`config.mk`:
```
export PLATFORM = sky130hd
export DESIGN_NAME = prog_loader
export DESIGN_NICKNAME = d
export VERILOG_FILES = /design/src/rtl/prog_loader.sv
export SDC_FILE = /design/constraint.sdc
export NUM_CORES = 1
export LEC_CHECK = 0
export CAP_MARGIN = 0
export CORE_MARGIN = 10
export CORE_UTILIZATION = 45
export CTS_CLUSTER_SIZE = 14
export DETAILED_ROUTE_END_ITERATION = 8
export GPL_TIMING_DRIVEN = 0
export PLACE_DENSITY = 0.7
export SLEW_MARGIN = 20
export SYNTH_ARGS = -nofsm -noshare
export SYNTH_HDL_FRONTEND = slang
export SYNTH_SLANG_ARGS = --single-unit
```
`constraint.sdc`:
```
create_clock -name clk -period 2.8 [get_ports clk]
set_input_delay 0.84 -clock clk [delete_from_list [all_inputs] [get_ports clk]]
set_output_delay 0.84 -clock clk [all_outputs]
set_load 0.01 [all_outputs]
```
`src/rtl/prog_loader.sv`:
```
// prog_loader: streams a length-prefixed program image from a valid/ready byte source into program memory.
// Latency: one memory write per accepted payload byte, one cycle after the byte transfer; throughput one byte per cycle.
// Backpressure: in_ready is high only in LEN/DATA/CHK and never while start is high. DONE and ERR hold in_ready low.
//
// Ports:
//   clk, rst_n          single clock; asynchronous active-low reset
//   start               one-cycle pulse that begins or restarts a load
//   in_valid/in_ready   byte stream handshake; in_data carries length, payload, optional checksum
//   mem_addr/mem_data   registered write address and data toward program memory
//   memWE               registered write strobe, one cycle per payload byte
//   cpu_halt            keeps the CPU frozen while a load is pending or has failed
//   done/err            level status of the last load, cleared by start
//
// Optional feature: define PROG_LOADER_CHECKSUM_EN to add the CHK state.
// With it, a trailing checksum byte must bring the 8-bit sum of the length and payload bytes to zero.
// Without it, there is no checksum logic and err is tied low.
module prog_loader #(
   parameter logic [7:0] BASE_ADDR     = 8'h00,
   parameter bit          HALT_ON_RESET = 1'b1
) (
   input  logic       clk,
   input  logic       rst_n,
   input  logic       start,
   input  logic       in_valid,
   input  logic [7:0] in_data,
   output logic       in_ready,
   output logic [7:0] mem_addr,
   output logic [7:0] mem_data,
   output logic       memWE,
   output logic       cpu_halt,
   output logic       done,
   output logic       err
);

   typedef enum logic [2:0] {
      IDLE = 3'd0,
      LEN  = 3'd1,
      DATA = 3'd2,
      DONE = 3'd3
`ifdef PROG_LOADER_CHECKSUM_EN
      ,
      CHK  = 3'd4,
      ERR  = 3'd5
`endif
   } state_t;

   state_t     state_q, state_d;
   logic [7:0] addr_q, addr_d;        // next payload address
   logic [8:0] rem_q, rem_d;          // payload bytes still expected (a length byte of 0 means 256)
   logic [7:0] wr_addr_q, wr_addr_d;
   logic [7:0] wr_data_q, wr_data_d;
   logic       we_q, we_d;
   logic       halt_q, halt_d;
   logic       xfer;
`ifdef PROG_LOADER_CHECKSUM_EN
   logic [7:0] sum_q, sum_d;
   logic [7:0] sum_final;
`endif

   assign in_ready = ((state_q == LEN) || (state_q == DATA)
`ifdef PROG_LOADER_CHECKSUM_EN
                      || (state_q == CHK)
`endif
                     ) && !start;
   assign xfer = in_valid && in_ready;

`ifdef PROG_LOADER_CHECKSUM_EN
   assign sum_final = sum_q + in_data;
`endif

   always_comb begin
      state_d   = state_q;
      addr_d    = addr_q;
      rem_d     = rem_q;
      wr_addr_d = wr_addr_q;
      wr_data_d = wr_data_q;
      we_d      = 1'b0;
      halt_d    = halt_q;
`ifdef PROG_LOADER_CHECKSUM_EN
      sum_d     = sum_q;
`endif

      if (start) begin
         // start takes precedence in every state. in_ready is low, so a byte offered now is not consumed.
         state_d = LEN;
         addr_d  = BASE_ADDR;
         rem_d   = 9'd0;
`ifdef PROG_LOADER_CHECKSUM_EN
         sum_d   = 8'd0;
`endif
      end else begin
         case (state_q)
            LEN: begin
               if (xfer) begin
                  rem_d   = (in_data == 8'd0) ? 9'd256 : {1'b0, in_data};
                  addr_d  = BASE_ADDR;
                  state_d = DATA;
`ifdef PROG_LOADER_CHECKSUM_EN
                  sum_d   = in_data;
`endif
               end
            end
            DATA: begin
               if (xfer) begin
                  we_d      = 1'b1;
                  wr_addr_d = addr_q;
                  wr_data_d = in_data;
                  addr_d    = addr_q + 8'd1;   // wraps mod 256
                  rem_d     = rem_q - 9'd1;
`ifdef PROG_LOADER_CHECKSUM_EN
                  sum_d     = sum_q + in_data;
                  if (rem_q == 9'd1) state_d = CHK;
`else
                  if (rem_q == 9'd1) state_d = DONE;
`endif
               end
            end
`ifdef PROG_LOADER_CHECKSUM_EN
            CHK: begin
               if (xfer) state_d = (sum_final == 8'd0) ? DONE : ERR;
            end
`endif
            default: ;
         endcase
      end

      // Halt is registered from the next state, so it rises on the same edge that enters LEN.
      // On the edge that enters DONE it stays high; it drops one cycle later, after the last write strobe.
      case (state_d)
         IDLE:    halt_d = HALT_ON_RESET;
         DONE:    halt_d = (state_q != DONE);
         default: halt_d = 1'b1;
      endcase
   end

   always_ff @(posedge clk or negedge rst_n) begin
      if (!rst_n) begin
         state_q   <= IDLE;
         addr_q    <= BASE_ADDR;
         rem_q     <= 9'd0;
         wr_addr_q <= BASE_ADDR;
         wr_data_q <= 8'd0;
         we_q      <= 1'b0;
         halt_q    <= HALT_ON_RESET;
`ifdef PROG_LOADER_CHECKSUM_EN
         sum_q     <= 8'd0;
`endif
      end else begin
         state_q   <= state_d;
         addr_q    <= addr_d;
         rem_q     <= rem_d;
         wr_addr_q <= wr_addr_d;
         wr_data_q <= wr_data_d;
         we_q      <= we_d;
         halt_q    <= halt_d;
`ifdef PROG_LOADER_CHECKSUM_EN
         sum_q     <= sum_d;
`endif
      end
   end

   assign mem_addr = wr_addr_q;
   assign mem_data = wr_data_q;
   assign memWE    = we_q;
   assign cpu_halt = halt_q;
   assign done     = (state_q == DONE);
`ifdef PROG_LOADER_CHECKSUM_EN
   assign err      = (state_q == ERR);
`else
   assign err      = 1'b0;
`endif

endmodule

```
==> results of run 1 <==
-- synthesized netlist by cell type (2+ instances only) --
cell       number
nand2_1        55
dfrtp_1        37
o21ai_0        21
nor2_1         10
nor3_1          8
clkbuf_1        7
a21oi_1         6
buf_2           5
inv_1           5
nor4_1          5
a22oi_1         3
and3_1          3
ha_1            3
a211oi_1        2
nand2b_1        2
nand3b_1        2
nand4_1         2
o21bai_1        2
o2bb2ai_1       2
or3_1           2
-- metrics by stage --
| stage | total power (W) | util | TNS (ns) | std cells |
|---|---|---|---|---|
| final | 0.001267 | 0.5829 | 0 | 295 |
| after global routing | 0.001338 | 0.5829 | 0 | 295 |
| after CTS | 0.001282 | 0.5829 | 0 | 295 |
| after detailed placement | 0.0008871 | 0.5586 | -0.4943 | 287 |
| after global placement | 0.0008806 | 0.5548 | -2.647 | 286 |
| after floorplan | 0.0007513 | - | 0 | 205 |
-- per-layer routing --
metal / up-vias / routed length [um] / track usage
li1: 787 / - / -
met1: 781 / 1981 / 0.1575
met2: 39 / 2067 / 0.2028
met3: 4 / 300 / 0.04883
met4: 0 / 52 / 0.05327
met5: - / 0 / 0
-- worst register-to-register path, stage by stage (launching register included) --
cell and delay [ns]:
dfrtp_1 0.44, xnor2_1 0.26, o21ba_2 0.15, clkbuf_1 0.28
clkbuf_1 0.40, o21ai_0 0.18, o21ai_0 0.12
-- final cells by class --
cell class,count,area (um2),share of cell area
multi-input combinational,148,797.0,0.3443
sequential,38,952.2,0.4114
inverter,6,22.52,0.009730
clock inverter,2,12.51,0.005405
timing repair buffer,32,322.8,0.1395
tap,50,62.56,0.02703
clock buffer,6,82.58,0.03568
buffer,13,62.56,0.02703
-- worst max path at each step --
stage	startpoint	endpoint	slack, ns	cells past startpoint
3_3_place_gp	start	in_ready	-0.47	4
5_1_grt	start	in_ready	0.08	4
4_1_cts	start	in_ready	0.12	4
2_1_floorplan	start	in_ready	0.64	2
3_5_place_dp	start	in_ready	-0.49	4
6_report	start	in_ready	0.12	4
-- sequential cells by signal, indices dropped and copies added (netlist names) --
register  flops
addr_q        8
cpu_halt      1
memWE         1
mem_addr      8
mem_data      8
rem_q         9
state_q       3
-- power groups by stage --
stage	clock network [W]	registers [W]	logic, W
after detailed placement	0	0.000636	0.000251
after global placement	0	0.000635	0.000246
final	0.000395	0.000626	0.000246
after global routing	0.000430	0.000632	0.000277
after CTS	0.000405	0.000626	0.000251
after floorplan	0	0.000646	0.000105
-- cell families after synthesis --
family | count (synthesis) | share of synthesized area
AO/OA/AOI/OAI | 43 | 0.1456
adder cells (fa/ha/maj) | 3 | 0.02051
buffers and inverters | 19 | 0.04443
XOR/XNOR | 1 | 0.004786
AND/OR/NAND/NOR | 99 | 0.2570
flip-flops | 38 | 0.5202
other | 1 | 0.002049
multiplexers | 1 | 0.005468
-- timing repair --
item / in CTS / in global routing
buffers inserted: 0 / 0
hold buffers: 0 / 0
gates resized for setup: 4 / 0
endpoints found under the setup margin: 1 / 0
==> impl_metrics.env, run 1 <==
export IMPL_vdd_drop_max_uv=513.0
export IMPL_synth_area_leader_cell="dfrtp_1"
export IMPL_clock_latency_ns=0.29
export IMPL_drive_above_1_share=0.09796
export IMPL_placed_area_um2=2218
export IMPL_area_delta_synth_final_pct=26.45
export IMPL_layout_commonest_cell="nand2_1"
export IMPL_wl_per_cell_um=14.92
export IMPL_layout_nets=259
export IMPL_clock_power_share=0.312
export IMPL_numPortBuffers=31
export IMPL_wl_um=4402
export IMPL_synth_area_um2=1831
export IMPL_cp_slowest_stage_delay_ns=0.31
export IMPL_reg2regPathDepth=6
export IMPL_yosysWarnings=0
export IMPL_synth_avg_cell_area_um2=8.929
export IMPL_fmax_mhz=373.1
export IMPL_track_usage=0.1303
export IMPL_worstPathArrival_ns=1.84
export IMPL_worst_path_buf_inv=3
export IMPL_endpoint_kind="primary output"
export IMPL_regToRegSetupSlack_ns=0.88
export IMPL_gp_congestion=0.7844
export IMPL_cpLargestDelayFamily="buffers and inverters"
export IMPL_period_share=0.9571
export IMPL_die_w_um=83.78
export IMPL_synth_edff_count=0
export IMPL_synth_nets=220
export IMPL_place_ws_ns=-0.4943
export IMPL_root_buffer="clkbuf_8"
export IMPL_setup_slack_ns=0.1201
export IMPL_synth_ff_type="dfrtp_1"
export IMPL_path_cells="dlygate4sd2_1, clkbuf_4, nor3_1, dlygate4sd2_1"
export IMPL_design_die_area_um2=7019
export IMPL_synth_seq_cells=38
export IMPL_worstReg2RegEnd="rem_q[3]$_DFFE_PN0P_"
export IMPL_htree_levels=2
export IMPL_max_slew_worst_pin_slew_ns=0.5022
export IMPL_ant_nets=0
export IMPL_grt_pass1_vias=1629
export IMPL_dp_hpwl_um=3292
export IMPL_n_antenna_cell=0
export IMPL_path_max_fanout=10
export IMPL_cts_sinks=38
export IMPL_cts_made_buffers=5
export IMPL_layout_common_cells="nand2_1, dfrtp_1, clkdlybuf4s50_1"
export IMPL_drtIter0Drc=118
export IMPL_die_y_um=83.78
export IMPL_core_region_area_um2=3971
export IMPL_cts_tree="done"
export IMPL_drv_cap=0
export IMPL_critPathKind="input port to primary output"
export IMPL_initial_utilization=0.4609
export IMPL_yosysUniqueCellTypes=43
export IMPL_final_max_slew_viol_count=0
export IMPL_power_switching_w=0.0003530
export IMPL_grt_max_degree=30
export IMPL_fin_skew_ns=0.002109
export IMPL_clk_path_buf_depth=2
export IMPL_required_ns=1.96
export IMPL_power_leakage_nw=1.055
export IMPL_seq_power_share=0.494
export IMPL_num_rows=23
export IMPL_min_period_ns=2.680
export IMPL_start_kind="input port"
export IMPL_synth_area_leaders="dfrtp_1, nand2_1, o21ai_0"
export IMPL_status="completed"
export IMPL_async_flop_share=1.000
export IMPL_p_int_w=0.0009144
export IMPL_antenna_found_initial=0
export IMPL_yosysSeqAreaShare=0.5202
export IMPL_hold_slack_ns=0.4127
export IMPL_power_density_nw_per_um2=547.6
export IMPL_clk_pin_slew_ns=0.08
export IMPL_setup_viol=0
export IMPL_critPathSlowestCell="dlygate4sd2_1"
export IMPL_grt_pass1_wl_um=7679
export IMPL_viasPerCell=5.461
export IMPL_swShare=0.2785
export IMPL_synth_top_cell_area_share=0.5058
export IMPL_syn_inst=205
export IMPL_cpMostUsedCell="dlygate4sd2_1"
export IMPL_r2r_start="state_q[0]$_DFF_PN0_"
export IMPL_drt_pass1_iter_count=4
export IMPL_drc=0
export IMPL_fillers=386
export IMPL_gr_total_overflow=0
export IMPL_pin_count=33
export IMPL_hp_class="input port to async pin"
export IMPL_comb_power_share=0.194
export IMPL_vias=1611
export IMPL_relSlewSlack=0.6621
export IMPL_rsz0062_at_grt="false"
export IMPL_final_hold_violation_count=0
export IMPL_final_area_um2=2315
Power figures use the tool's default switching activity.
==> inputs of run 2 (changes only) <==
- ABC_AREA: not set -> 1
- GPL_TIMING_DRIVEN: 0 -> not set
- PLACE_DENSITY: 0.7 -> 0.69
==> run 2 against run 1 <==
- wire length increased by 1.6%
- setup slack improved by 0.29 ns
- core utilization decreased by 1.6 points
- synthesized area increased by 11%
- register-to-register slack improved by 0.05 ns
- sequential power decreased by 1%
- final area increased by 7.4%
- maximum frequency increased by 12%
- combinational power increased by 17%
- largest power group unchanged
- final cell count increased by 13%
- first-iteration DRC count increased by 30%
- synthesized cell count increased by 18%
==> impl_metrics.env, run 2 <==
export IMPL_final_hold_violation_count=0
export IMPL_critPathLaunch="start"
export IMPL_fin_skew_ns=0.004698
export IMPL_cts_sinks=38
export IMPL_gp_congestion=0.8412
export IMPL_yosysSeqAreaShare=0.4674
export IMPL_layout_common_cells="nand2_1, dfrtp_1, clkdlybuf4s50_1"
export IMPL_rsz0062_at_grt="false"
export IMPL_worstPathArrival_ns=1.55
export IMPL_syn_inst=242
export IMPL_synth_area_um2=2037
export IMPL_min_path_cells=2
export IMPL_wl_per_cell_um=13.47
export IMPL_grt_pass1_vias=1607
export IMPL_regToRegSetupSlack_ns=0.93
export IMPL_grt_pass1_wl_um=7707
export IMPL_clk_path_buf_depth=2
export IMPL_fmax_mhz=418.6
export IMPL_core_region_area_um2=4384
export IMPL_required_ns=1.96
export IMPL_drive_above_1_share=0.1429
export IMPL_reg2regPathDepth=7
export IMPL_layout_nets=294
export IMPL_track_usage=0.1265
export IMPL_drt_pass1_iter_count=4
export IMPL_synth_common_cells="nand2_1, dfrtp_1, inv_1, nor2_1, nand3_1"
export IMPL_dr_wl_met3_um=317
export IMPL_ant_nets=0
export IMPL_worstReg2RegEnd="mem_data[5]$_DFFE_PN0P_"
export IMPL_async_flop_share=1.000
export IMPL_path_max_fanout=2
export IMPL_status="completed"
export IMPL_layout_commonest_cell="nand2_1"
export IMPL_die_y_um=87.28
export IMPL_path_cells="clkdlybuf4s50_1, a21oi_1, dlymetal6s2s_1"
export IMPL_crit_end="in_ready"
export IMPL_synth_top_cell_area_share=0.4545
export IMPL_max_slew_worst_pin_slew_ns=0.8417
export IMPL_synth_avg_cell_area_um2=8.417
export IMPL_endpoint_kind="primary output"
export IMPL_initial_utilization=0.4646
export IMPL_wl_um=4472
export IMPL_antenna_found_initial=0
export IMPL_synth_ff_type="dfrtp_1"
export IMPL_setup_viol=0
export IMPL_grt_max_degree=39
export IMPL_wl_met1_um=2214
export IMPL_synth_edff_count=0
export IMPL_top_layer="met4"
export IMPL_yosysWarnings=0
export IMPL_die_w_um=87.28
export IMPL_start_kind="input port"
export IMPL_viasPerCell=4.994
export IMPL_design_die_area_um2=7618
export IMPL_vias=1658
export IMPL_largest_register_ff_count=9
export IMPL_clk_pin_slew_ns=0.07
export IMPL_yosysUniqueCellTypes=30
export IMPL_power_density_nw_per_um2=523.7
export IMPL_numPortBuffers=31
export IMPL_dr_wl_met2_um=1901
export IMPL_cts_tree="done"
export IMPL_power_leakage_nw=1.206
export IMPL_num_rows=24
export IMPL_root_buffer="clkbuf_8"
export IMPL_critPathKind="input port to primary output"
export IMPL_cts_hold_buf=0
export IMPL_clock_latency_ns=0.29
export IMPL_synth_area_leaders="dfrtp_1, nand2_1, nand3_1"
export IMPL_r2r_start="state_q[0]$_DFF_PN0_"
export IMPL_cpLargestDelayFamily="buffers and inverters"
export IMPL_area_delta_synth_final_pct=22.05
export IMPL_drtIter0Drc=153
export IMPL_cts_made_buffers=5
export IMPL_synth_area_leader_cell="dfrtp_1"
export IMPL_vdd_drop_max_uv=257.1
export IMPL_worst_path_buf_inv=2
export IMPL_fillers=415
export IMPL_htree_levels=2
export IMPL_largest_register="rem_q"
export IMPL_period_share=0.8533
export IMPL_cp_slowest_stage_delay_ns=0.42
export IMPL_fin_util=0.5671
export IMPL_pin_count=33
export IMPL_hp_class="flop to flop"
export IMPL_drv_cap=0
export IMPL_drc=0
export IMPL_synth_seq_cells=38
export IMPL_dp_hpwl_um=3264
export IMPL_min_period_ns=2.389
export IMPL_tns_ns=0
export IMPL_critPathSlowestCell="clkdlybuf4s50_1"
export IMPL_n_antenna_cell=0
export IMPL_synth_most_common_cell="nand2_1"
export IMPL_gr_total_overflow=0
export IMPL_relSlewSlack=0.4389
export IMPL_critical_path_depth=3
export IMPL_final_max_slew_viol_count=0
export IMPL_synth_nets=257
[run 2: changes by cell type after synthesis, moves of 7 or more]
cell      change
o21ai_0      -15
inv_1        +20
nor3_1        -8
nand2_1      +13
clkbuf_1      -7
nand3_1      +22
nor2_1       +14
o21ai_2      +12
[run 2: final cells by class]
| cell class | count | area (um2) | area share |
|---|---|---|---|
| Clock buffer | 6 | 82.58 | 0.03322 |
| Clock inverter | 2 | 12.51 | 0.005033 |
| Inverter | 27 | 101.3 | 0.04076 |
| Multi-Input combinational cell | 171 | 927.1 | 0.3729 |
| Sequential cell | 38 | 952.2 | 0.3830 |
| Tap cell | 52 | 65.06 | 0.02617 |
| Timing Repair Buffer | 36 | 345.3 | 0.1389 |
[run 2: worst min path at each step]
stage,startpoint,to,slack [ns]
floorplan,addr_q[6]$_DFFE_PN0P_,mem_addr[6]$_DFFE_PN0P_,0.48
global placement,mem_data[5]$_DFFE_PN0P_,mem_data[5]$_DFFE_PN0P_,0.47
detailed placement,mem_addr[6]$_DFFE_PN0P_,mem_addr[6]$_DFFE_PN0P_,0.46
CTS,mem_data[4]$_DFFE_PN0P_,mem_data[4]$_DFFE_PN0P_,0.49
global route,mem_data[4]$_DFFE_PN0P_,mem_data[4]$_DFFE_PN0P_,0.51
finish,mem_addr[7]$_DFFE_PN0P_,mem_addr[7]$_DFFE_PN0P_,0.48
[run 2: routing by layer]
layer	vias to the layer above	global-route usage
met1	758	0.1673
met5	-	0
met2	44	0.1819
met3	2	0.04682
li1	854	-
met4	0	0.04783
[run 2: power by group]
group / leakage [nW] / internal [W] / switching (W)
Sequential: 0.514 / 0.000590 / 0.0000290
Combinational: 0.645 / 0.000130 / 0.000159
Clock: 0.0472 / 0.000198 / 0.000197
Total: 1.21 / 0.000917 / 0.000385
[run 2: metrics by stage]
step	cell area [um2]	cells	hold WS [ns]	power, W	worst slack [ns]
2_1_floorplan	2037	242	0.4804	0.0007942	0.9209
3_3_place_gp	2389	324	0.4661	0.0009156	0.03850
3_5_place_dp	2389	324	0.4643	0.0009206	0.02722
4_1_cts	2484	332	0.4885	0.001322	0.01487
5_1_grt	2486	332	0.5057	0.001390	0.3288
6_report	2486	332	0.4790	0.001302	0.4109
[run 2: what timing repair did]
item                       CTS  global route
setup endpoints to repair    0             1
gates resized for setup      0             1
buffers inserted             0             0
[run 2: logic make-up (layout without fill, tap and decap cells)]
logic type                 after synthesis  count (layout)  share of synthesized area
adders and majority gates                3               3                    0.01843
xor gates and xnor gates                 3               3                    0.01290
other                                    1               1                   0.001841
DFF                                     38              38                     0.4674
AOI/OAI and AO/OA                       33              33                     0.1087
and+or+nand+nor                        131             131                     0.3133
buffers and inverters                   33              71                    0.07739
[run 2: worst reg2reg max path, cell delays in order, from the launching register on]
cell and delay [ns]:
dfrtp_1 0.44, nor2_2 0.14, nand2_4 0.15, inv_2 0.23
nand4_4 0.37, buf_4 0.30, nand2_1 0.07, o21ai_2 0.05
==> inputs of run 3 (changes only) <==
- CAP_MARGIN: 0 -> not set
- CORE_UTILIZATION: 45 -> 46
- PLACE_DENSITY: 0.69 -> 0.7
==> run 3 against run 2 <==
- critical path depth is the same
- core utilization increased by 0.61 points
- sequential share of layout area rose by 0.12 points
- total power grew 6.2%
- setup slack worse by 0.40 ns
- clock skew rose by 0.0021 ns
- via count up 1.6%
- non-clock buffer count shrank 3
- first-iteration DRC count is 12% higher
- combinational power about the same
- sequential power hardly changed
- die area fell by 1.7%
==> impl_metrics.env, run 3 (synthesis gave the netlist of run 2 again) <==
export IMPL_viasPerCell=5.137
export IMPL_track_usage=0.1309
export IMPL_ctsResizeCount=0
export IMPL_num_rows=24
export IMPL_max_slew_worst_pin_slew_ns=0.8499
export IMPL_final_area_um2=2479
export IMPL_critPathSlowestCell="clkdlybuf4s50_1"
export IMPL_initial_utilization=0.4711
export IMPL_drtIter0Drc=171
export IMPL_path_max_fanout=2
export IMPL_cts_made_buffers=5
export IMPL_fillers=421
export IMPL_cts_hold_buf=0
export IMPL_drt_pass1_iter_count=4
export IMPL_wl_um=4622
export IMPL_dp_hpwl_um=3325
export IMPL_hold_slack_ns=0.4878
export IMPL_status="completed"
export IMPL_htree_levels=2
export IMPL_root_buffer="clkbuf_8"
export IMPL_layout_common_cells="nand2_1, dfrtp_1, clkdlybuf4s50_1"
export IMPL_tns_ns=0
export IMPL_r2r_start="state_q[0]$_DFF_PN0_"
export IMPL_drc=0
export IMPL_critPathLaunch="start"
export IMPL_layout_nets=291
export IMPL_numPortBuffers=31
export IMPL_cpLargestDelayFamily="buffers and inverters"
export IMPL_grt_pass1_vias=1713
export IMPL_fin_skew_ns=0.006823
export IMPL_hp_class="flop to flop"
export IMPL_place_inst=321
export IMPL_period_share=0.9973
export IMPL_fmax_mhz=358.1
export IMPL_relSlewSlack=0.4334
export IMPL_clk_path_buf_depth=2
export IMPL_drv_cap=0
export IMPL_path_cells="clkdlybuf4s50_1, a21oi_1, clkdlybuf4s50_1"
export IMPL_min_from="mem_addr[1]$_DFFE_PN0P_"
export IMPL_final_hold_violation_count=0
export IMPL_largest_register="rem_q"
export IMPL_placed_area_um2=2366
export IMPL_setup_viol=0
export IMPL_critPathKind="input port to primary output"
export IMPL_final_cells=328
export IMPL_drive_above_1_share=0.1304
export IMPL_cts_sinks=38
export IMPL_start_kind="input port"
export IMPL_gp_congestion=0.7911
export IMPL_n_antenna_cell=0
export IMPL_power_leakage_nw=1.190
export IMPL_cp_slowest_stage_delay_ns=0.55
export IMPL_postCtsSetupRepairBufs=0
export IMPL_die_y_um=86.55
export IMPL_die_w_um=86.55
export IMPL_area_delta_synth_final_pct=21.68
export IMPL_grt_max_degree=39
export IMPL_ant_nets=0
export IMPL_required_ns=1.96
export IMPL_core_region_area_um2=4324
export IMPL_setup_slack_ns=0.007619
export IMPL_worst_path_buf_inv=2
export IMPL_final_max_slew_viol_count=0
export IMPL_power_density_nw_per_um2=557.9
export IMPL_endpoint_kind="primary output"
export IMPL_cpMostUsedCell="clkdlybuf4s50_1"
export IMPL_vias=1685
export IMPL_gr_total_overflow=0
export IMPL_place_ws_ns=0.007749
export IMPL_cts_tree="done"
export IMPL_clk_pin_slew_ns=0.07
export IMPL_largest_register_ff_count=9
export IMPL_min_period_ns=2.792
export IMPL_antenna_found_initial=0
export IMPL_clock_latency_ns=0.28
export IMPL_grt_pass1_wl_um=8093
export IMPL_design_die_area_um2=7490
export IMPL_layout_commonest_cell="nand2_1"
export IMPL_rsz0062_at_grt="false"
export IMPL_wl_per_cell_um=14.09
export IMPL_pin_count=33
export IMPL_vdd_drop_max_uv=344.6
export IMPL_worstPathArrival_ns=1.95
-- run 3: cell count changes in the layout (fill, tap and decap cells not counted) --
cell / previous run / this run
dlymetal6s2s_1: 1 / 0
clkinv_2: 1 / 0
clkdlybuf4s50_1: 29 / 30
buf_4: 5 / 2
bufinv_16: 0 / 1
clkinvlp_4: 1 / 0
-- run 3: path summary, 6_finish.rpt --
check / endpoint / slack, ns / cells past startpoint
setup / recovery: in_ready / 0.008 / 3
hold / removal: mem_addr[1]$_DFFE_PN0P_ / 0.49 / 2
setup reg to reg: mem_data[5]$_DFFE_PN0P_ / 0.91 / 6
hold reg to reg: mem_addr[1]$_DFFE_PN0P_ / 0.49 / 2
max in group asynchronous: rem_q[7]$_DFFE_PN0P_ / 1.60 / 1
min in group asynchronous: mem_addr[7]$_DFFE_PN0P_ / 0.65 / 1
-- run 3: where the power goes --
group          internal [W]  switching (W)
Clock              0.000285       0.000189
Sequential         0.000590      0.0000279
Combinational      0.000129       0.000162
Total               0.00100       0.000379
-- run 3: per-layer routing --
metal	global-route usage	wire, um
met1	0.1670	2187
met2	0.2074	2000
met3	0.04315	391
met4	0.03387	44
met5	0	0
-- run 3: tightest hold or removal path, cell delays in order, from the launching register on --
cell	delay, ns
dfrtp_1	0.35
nand2_1	0.06
o21ai_2	0.05
-- run 3: through the flow --
| stage | util | total power, W |
|---|---|---|
| floorplan | - | 0.0007942 |
| global placement | 0.5472 | 0.0009133 |
| detailed placement | 0.5472 | 0.0009183 |
| CTS | 0.5732 | 0.001392 |
| global route | 0.5732 | 0.001457 |
| finish | 0.5732 | 0.001383 |
-- run 3: cell type report --
cell class / instances / area (um2) / area share
sequential: 38 / 952.2 / 0.3841
multi-input combinational: 171 / 927.1 / 0.3741
timing repair buffer: 33 / 320.3 / 0.1292
inverter: 27 / 101.3 / 0.04089
clock buffer: 6 / 82.58 / 0.03332
tap: 52 / 65.06 / 0.02625
clock inverter: 1 / 30.03 / 0.01212
